`src/rtl/mul_div_param.sv`:
```
// Iterative multiply/divide unit: two-cycle multiply, W-cycle restoring divide, sign fix-up.
// Optional macro MUL_DIV_FAST_EXCEPTION_EN finishes divide-by-zero / signed overflow in one cycle.
module mul_div_param #(
  parameter int DATA_WIDTH = 32
) (
  input  logic                  clk,
  input  logic                  reset_n,
  input  logic                  enable_in,
  input  logic [DATA_WIDTH-1:0] x,
  input  logic [DATA_WIDTH-1:0] y,
  input  logic [2:0]            op,
  output logic                  busy,
  output logic                  enable_out,
  output logic [DATA_WIDTH-1:0] result,
  output logic                  div_by_zero,
  output logic                  ov,
  output logic [2:0]            state_o
);
  // Handshake: a request is taken on a rising edge where enable_in=1 and busy=0;
  // enable_out is high for exactly the DONE cycle, and a new request may be taken then.
  localparam int W  = DATA_WIDTH;
  localparam int CW = $clog2(DATA_WIDTH);

  typedef enum logic [2:0] {
    S_IDLE = 3'd0,
    S_MUL  = 3'd1,
    S_DIV  = 3'd2,
    S_FIX  = 3'd3,
    S_DONE = 3'd4
  } state_t;

  state_t        state_q, state_d;
  logic [2:0]    op_q, op_d;
  logic [W-1:0]  x_q, x_d;
  logic [W-1:0]  a_q, a_d;
  logic [W-1:0]  b_q, b_d;
  logic [W-1:0]  rem_q, rem_d;
  logic [2*W-1:0] prod_q, prod_d;
  logic [CW-1:0] cnt_q, cnt_d;
  logic          neg_q, neg_d;
  logic          rneg_q, rneg_d;
  logic          pdbz_q, pdbz_d;
  logic          pov_q, pov_d;
  logic [W-1:0]  result_q, result_d;
  logic          dbz_q, dbz_d;
  logic          ov_q, ov_d;

  logic          x_signed, y_signed, xs, ys;
  logic [W-1:0]  mag_x, mag_y;
  logic          req_dbz, req_ov;
  logic [W:0]    shifted, trial;
  logic [2*W-1:0] prod_fixed;
  logic [W-1:0]  quo_fixed, rem_fixed;

  function automatic logic [W-1:0] exc_value(input logic [2:0] o, input logic [W-1:0] xv,
                                             input logic is_dbz);
    if (is_dbz) exc_value = o[1] ? xv : '1;
    else        exc_value = o[1] ? '0 : xv;
  endfunction

  // MUL/MULH both signed, MULHSU x only, DIV/REM both; unsigned variants neither.
  assign x_signed = (op == 3'b000) || (op == 3'b001) || (op == 3'b010) || (op[2] && !op[0]);
  assign y_signed = (op == 3'b000) || (op == 3'b001) || (op[2] && !op[0]);
  assign xs       = x_signed && x[W-1];
  assign ys       = y_signed && y[W-1];
  assign mag_x    = xs ? (~x + 1'b1) : x;
  assign mag_y    = ys ? (~y + 1'b1) : y;
  assign req_dbz  = op[2] && (y == '0);
  assign req_ov   = op[2] && !op[0] && (x == {1'b1, {(W-1){1'b0}}}) && (y == '1);

  assign shifted    = {rem_q, a_q[W-1]};
  assign trial      = shifted - {1'b0, b_q};
  assign prod_fixed = neg_q ? (~prod_q + 1'b1) : prod_q;
  assign quo_fixed  = neg_q ? (~a_q + 1'b1) : a_q;
  assign rem_fixed  = rneg_q ? (~rem_q + 1'b1) : rem_q;

  always_comb begin
    state_d  = state_q;
    op_d     = op_q;
    x_d      = x_q;
    a_d      = a_q;
    b_d      = b_q;
    rem_d    = rem_q;
    prod_d   = prod_q;
    cnt_d    = cnt_q;
    neg_d    = neg_q;
    rneg_d   = rneg_q;
    pdbz_d   = pdbz_q;
    pov_d    = pov_q;
    result_d = result_q;
    dbz_d    = dbz_q;
    ov_d     = ov_q;
    case (state_q)
      S_IDLE, S_DONE: begin
        if (enable_in) begin
          op_d   = op;
          x_d    = x;
          a_d    = mag_x;
          b_d    = mag_y;
          neg_d  = xs ^ ys;
          rneg_d = xs;
          pdbz_d = req_dbz;
          pov_d  = req_ov;
          rem_d  = '0;
          cnt_d  = '0;
          if (!op[2]) begin
            state_d = S_MUL;
          end else begin
            state_d = S_DIV;
`ifdef MUL_DIV_FAST_EXCEPTION_EN
            if (req_dbz || req_ov) begin
              state_d  = S_DONE;
              result_d = exc_value(op, x, req_dbz);
              dbz_d    = req_dbz;
              ov_d     = req_ov;
            end
`endif
          end
        end else if (state_q == S_DONE) begin
          state_d = S_IDLE;
        end
      end
      S_MUL: begin
        if (cnt_q == '0) begin
          prod_d = {{W{1'b0}}, a_q} * {{W{1'b0}}, b_q};
          cnt_d  = CW'(1);
        end else begin
          result_d = (op_q[1:0] == 2'b00) ? prod_fixed[W-1:0] : prod_fixed[2*W-1:W];
          dbz_d    = 1'b0;
          ov_d     = 1'b0;
          state_d  = S_DONE;
        end
      end
      S_DIV: begin
        // Restoring step: quotient bits shift into a_q as dividend bits shift out.
        rem_d = trial[W] ? shifted[W-1:0] : trial[W-1:0];
        a_d   = {a_q[W-2:0], ~trial[W]};
        cnt_d = cnt_q + CW'(1);
        if (cnt_q == CW'(W-1)) state_d = S_FIX;
      end
      S_FIX: begin
        if (pdbz_q || pov_q) result_d = exc_value(op_q, x_q, pdbz_q);
        else                 result_d = op_q[1] ? rem_fixed : quo_fixed;
        dbz_d   = pdbz_q;
        ov_d    = pov_q;
        state_d = S_DONE;
      end
      default: state_d = S_IDLE;
    endcase
  end

  always_ff @(posedge clk) begin
    if (!reset_n) begin
      state_q  <= S_IDLE;
      op_q     <= '0;
      x_q      <= '0;
      a_q      <= '0;
      b_q      <= '0;
      rem_q    <= '0;
      prod_q   <= '0;
      cnt_q    <= '0;
      neg_q    <= 1'b0;
      rneg_q   <= 1'b0;
      pdbz_q   <= 1'b0;
      pov_q    <= 1'b0;
      result_q <= '0;
      dbz_q    <= 1'b0;
      ov_q     <= 1'b0;
    end else begin
      state_q  <= state_d;
      op_q     <= op_d;
      x_q      <= x_d;
      a_q      <= a_d;
      b_q      <= b_d;
      rem_q    <= rem_d;
      prod_q   <= prod_d;
      cnt_q    <= cnt_d;
      neg_q    <= neg_d;
      rneg_q   <= rneg_d;
      pdbz_q   <= pdbz_d;
      pov_q    <= pov_d;
      result_q <= result_d;
      dbz_q    <= dbz_d;
      ov_q     <= ov_d;
    end
  end

  assign busy        = (state_q == S_MUL) || (state_q == S_DIV) || (state_q == S_FIX);
  assign enable_out  = (state_q == S_DONE);
  assign result      = result_q;
  assign div_by_zero = dbz_q;
  assign ov          = ov_q;
  assign state_o     = state_q;
endmodule

```
`config.mk`:
```
export PLATFORM = sky130hd
export DESIGN_NAME = mul_div_param
export DESIGN_NICKNAME = d
export VERILOG_FILES = /design/src/rtl/mul_div_param.sv
export SDC_FILE = /design/constraint.sdc
export NUM_CORES = 2
export LEC_CHECK = 0
export ABC_AREA = 1
export CELL_PAD_IN_SITES_DETAIL_PLACEMENT = 1
export CELL_PAD_IN_SITES_GLOBAL_PLACEMENT = 1
export CORE_ASPECT_RATIO = 1.75
export CORE_MARGIN = 4
export CORE_UTILIZATION = 52
export CTS_CLUSTER_SIZE = 12
export DETAILED_ROUTE_END_ITERATION = 10
export PLACE_DENSITY_LB_ADDON = 0.1
export SLEW_MARGIN = 20
export SYNTH_ARGS = -nofsm -noshare
export SYNTH_HDL_FRONTEND = slang
export SYNTH_SLANG_ARGS = --single-unit
```
`constraint.sdc`:
```
create_clock -name clk -period 18.36 [get_ports clk]
set_input_delay 2.754 -clock clk [delete_from_list [all_inputs] [get_ports clk]]
set_output_delay 2.754 -clock clk [all_outputs]
set_load 0.02 [all_outputs]
```
==> metrics.csv <==
stage;metric;value;unit
setup_path;critPathKind;register to register;
floorplanning;fp.dieW;251;um
placement;dp_hpwl;195;mm
setup_path;cp_max_fo;21;
final_layout;fin_cells;9050;
floorplanning;die-area;108000;um^2
floorplanning;io_pins;109;
synthesis;yosysSeqAreaShare;0.0897;
global_route;overflow;0;
routing;totalWireLength;238;mm
synthesis;avgSynthCellArea;6.82;um^2
pwr;power.leakage;32.7;nW
synthesis;synthCells;7851;
hold_path;min_from;x_q[17];
synthesis;synthAdderAreaFrac;0.407;
synthesis;netlist_area;53600;um^2
synthesis;synth_compound_area_frac;0.0834;
sta;rsz0062_at_grt;no;
sta;max-slew-margin-rel;0.180;
placement;gp_congestion;1.06;
cts;tritoncts;yes;
synthesis;yosysMostFrequentCell;nand2_1;
cts;cts_root_buf;clkbuf_16;
sta;fin_crit_sh;0.477;
sta;finalHoldViolations;0;
synthesis;synth_top_family_by_area;adder cells;
routing;ant_nets;0;
sta;fmax;0.114;GHz
sta;finClkSkew;0.0424;ns
setup_path;rr_worst_depth;26;
synthesis;synth-main-ff-cell;dfxtp_1;
run_status;outcome;finished clean;
synthesis;synth.area.mux_share;0;
cts;cts_made_buffers;26;
cts;cts.sinks;240;
final_layout;fin_nets;8970;
pwr;p_per_area;86.6;nW/um^2
floorplanning;die_y;433;um
setup_path;endpoint_kind;register;
global_route;grt_max_degree;87;
final_layout;fillCellCount;13700;
placement;port_buffers;108;
synthesis;synth_edf_count;0;
setup_path;cp.required;18.89;ns
routing;first_iter_violations;3370;
synthesis;yosys_warnings;0;
global_route;grtUsageTotal;0.436;
floorplanning;num_rows;155;
synthesis;synth_top_area_cell;fa_1;
synthesis;synth_cell_types;56;
global_route;grt_pass1_wl;357;mm
run;maxCapViolCount;0;
setup_path;start_kind;register;
synthesis;synth.top_cell.area_share;0.335;
cts;cts_setup_buffers;0;
synthesis;netlist_top_cells_count;2029 x nand2_1, 1973 x inv_1, 897 x fa_1, 537 x nor2_1, 367 x a21oi_1;
synthesis;synthXorXnorAreaFrac;0.0152;
floorplanning;start_util;0.524;
routing;vias;53000;
pwr;ir_drop;0.0000952;V
sta;timing.setup.tns;0;ns
synthesis;syn-num-nets;9123;
setup_path;rr_endpoint;prod_q[52];
hold_path;hold_end;x_q[17];
floorplanning;core;102000;um^2
cts;h-tree-depth;1;
global_route;grt_pass1_vias;61900;
placement;dp.cells;9004;
synthesis;synth_area_leaders;fa_1 34%, nand2_1 14%, inv_1 14%;
synthesis;synth-async-reset-ratio;0;
final_layout;drive_above_1_share;0.0292;
routing;wire_per_inst;26.3;um
cts;cts_max_path_buffers;3;
hold_path;hold_path_depth;2;
final_layout;area_delta_synth_final;5.23;%
sta;setup_viol;0;
sta;min_period;8.76;ns
setup_path;timing.rr.start;a_q[9];
sta;drv_slew;0;
global_route;antenna_found_initial;9;
sta;tightest_slew;1.22;ns
routing;first_pass_iters;5;
synthesis;synthSimpleGateAreaFrac;0.238;
setup_path;r2r_slack;9.60;ns
routing;drc_errors;0;
hold_path;hp-class;register to register;
cts;cts_resized;0;
routing;viasPerCell;5.86;
synthesis;ys_ff_latch;240;
setup_path;critPathArrivalTime;9.29;ns
cts;clk_pin_slew;0.08;ns
cts;clk-insertion-delay-late;0.64;ns
cts;holdBufCountCts;0;
## worst max-delay path by stage
stage / cells past startpoint / from / end / slack, ns
CTS: 26 / a_q[9] / prod_q[52] / 9.73
finish: 26 / a_q[9] / prod_q[52] / 9.60
global placement: 26 / a_q[9] / prod_q[52] / 9.92
detailed placement: 26 / a_q[9] / prod_q[52] / 9.79
floorplan: 30 / a_q[12] / prod_q[62] / 11.77
global route: 28 / a_q[9] / prod_q[52] / 9.59
## metal layers
| layer | up-vias | part of all wire | routed length (um) | global-route usage |
|---|---|---|---|---|
| li1 | 22800 | - | - | - |
| met1 | 26300 | 0.31 | 72900 | 0.402 |
| met2 | 2477 | 0.52 | 123000 | 0.795 |
| met3 | 1454 | 0.052 | 12300 | 0.0609 |
| met4 | 2 | 0.13 | 30100 | 0.443 |
| met5 | - | 0.000055 | 13 | 0 |
## metrics by stage
step                      area [um^2]  setup WS [ns]  power, mW  hold slack [ns]  utilization
after floorplan                 53600          11.77       2.77            0.425            -
final                           56400           9.60       4.88            0.461        0.552
after global placement          55500           9.92       4.05            0.439        0.543
after global routing            56400           9.59       5.16            0.483        0.551
after detailed placement        55500           9.79       4.20            0.454        0.543
after CTS                       56400           9.73       4.80            0.463        0.551
## kinds of logic after synthesis
group | after synthesis
xor gates and xnor gates | 93
AOI/OAI and AO/OA | 825
buffers and inverters | 2366
adders and majority gates | 1202
DFF | 240
and+or+nand+nor | 3125
## power breakdown
part | switching, mW | internal, mW | leakage, nW
clock network | 0.272 | 0.297 | 0.396
registers | 0.0644 | 0.576 | 1.96
logic | 2.56 | 1.11 | 30.3
## layout make-up
type	count	area (um^2)	share of cell area
antenna	6	15.0	0.000266
clock buffer	34	741	0.0131
clock inverter	6	87.6	0.00155
inverter	1986	7460	0.132
multi-input combinational	5245	39800	0.706
sequential	240	4820	0.0855
tap	1334	1670	0.0296
timing repair buffer	199	1760	0.0312
## registers in the layout, summed over array words and instances, names as in the netlist
name	count
b_q	32
rem_q	32
pdbz_q	1
rneg_q	1
cnt_q	5
op_q	2
neg_q	1
pov_q	1
div_by_zero	1
ov	1
x_q	32
result	32
a_q	32
state_o	3
prod_q	64
## layout by cell type (no fill, tap or decap), drive strengths merged, types with 9 or more instances in the layout
cell type      instances
nand2               2046
inv                 1982
fa                   897
nor2                 549
a21oi                388
nand3                366
o21ai                322
ha                   305
dfxtp                240
clkdlybuf4s50        107
buf                   92
nand4                 57
nor3                  57
xor2                  56
xnor2                 37
clkbuf                34
nand3b                22
a31oi                 20
o22ai                 20
o211ai                17
nor4                  15
a21o                  12
a211oi                10
a21boi                 9
## worst max-delay path, cell delays in order, from the launching register on
cell and delay (ns):
dfxtp_2 0.83, buf_4 0.44, nand2_1 0.15, fa_1 0.59
inv_1 0.06, fa_1 0.57, fa_1 0.44, fa_1 0.53
fa_1 0.46, fa_1 0.52, fa_1 0.58, inv_1 0.07
fa_1 0.50, inv_1 0.06, ha_1 0.37, a21oi_1 0.33
o21ai_0 0.21, a21oi_1 0.49, nand2_1 0.21, nand2_1 0.24
o21ai_0 0.16, nor2_1 0.40, nand2_1 0.10, nand2_1 0.08
nand3_1 0.08, nand2_1 0.09, inv_1 0.04
(Power assumes the default switching activity.)
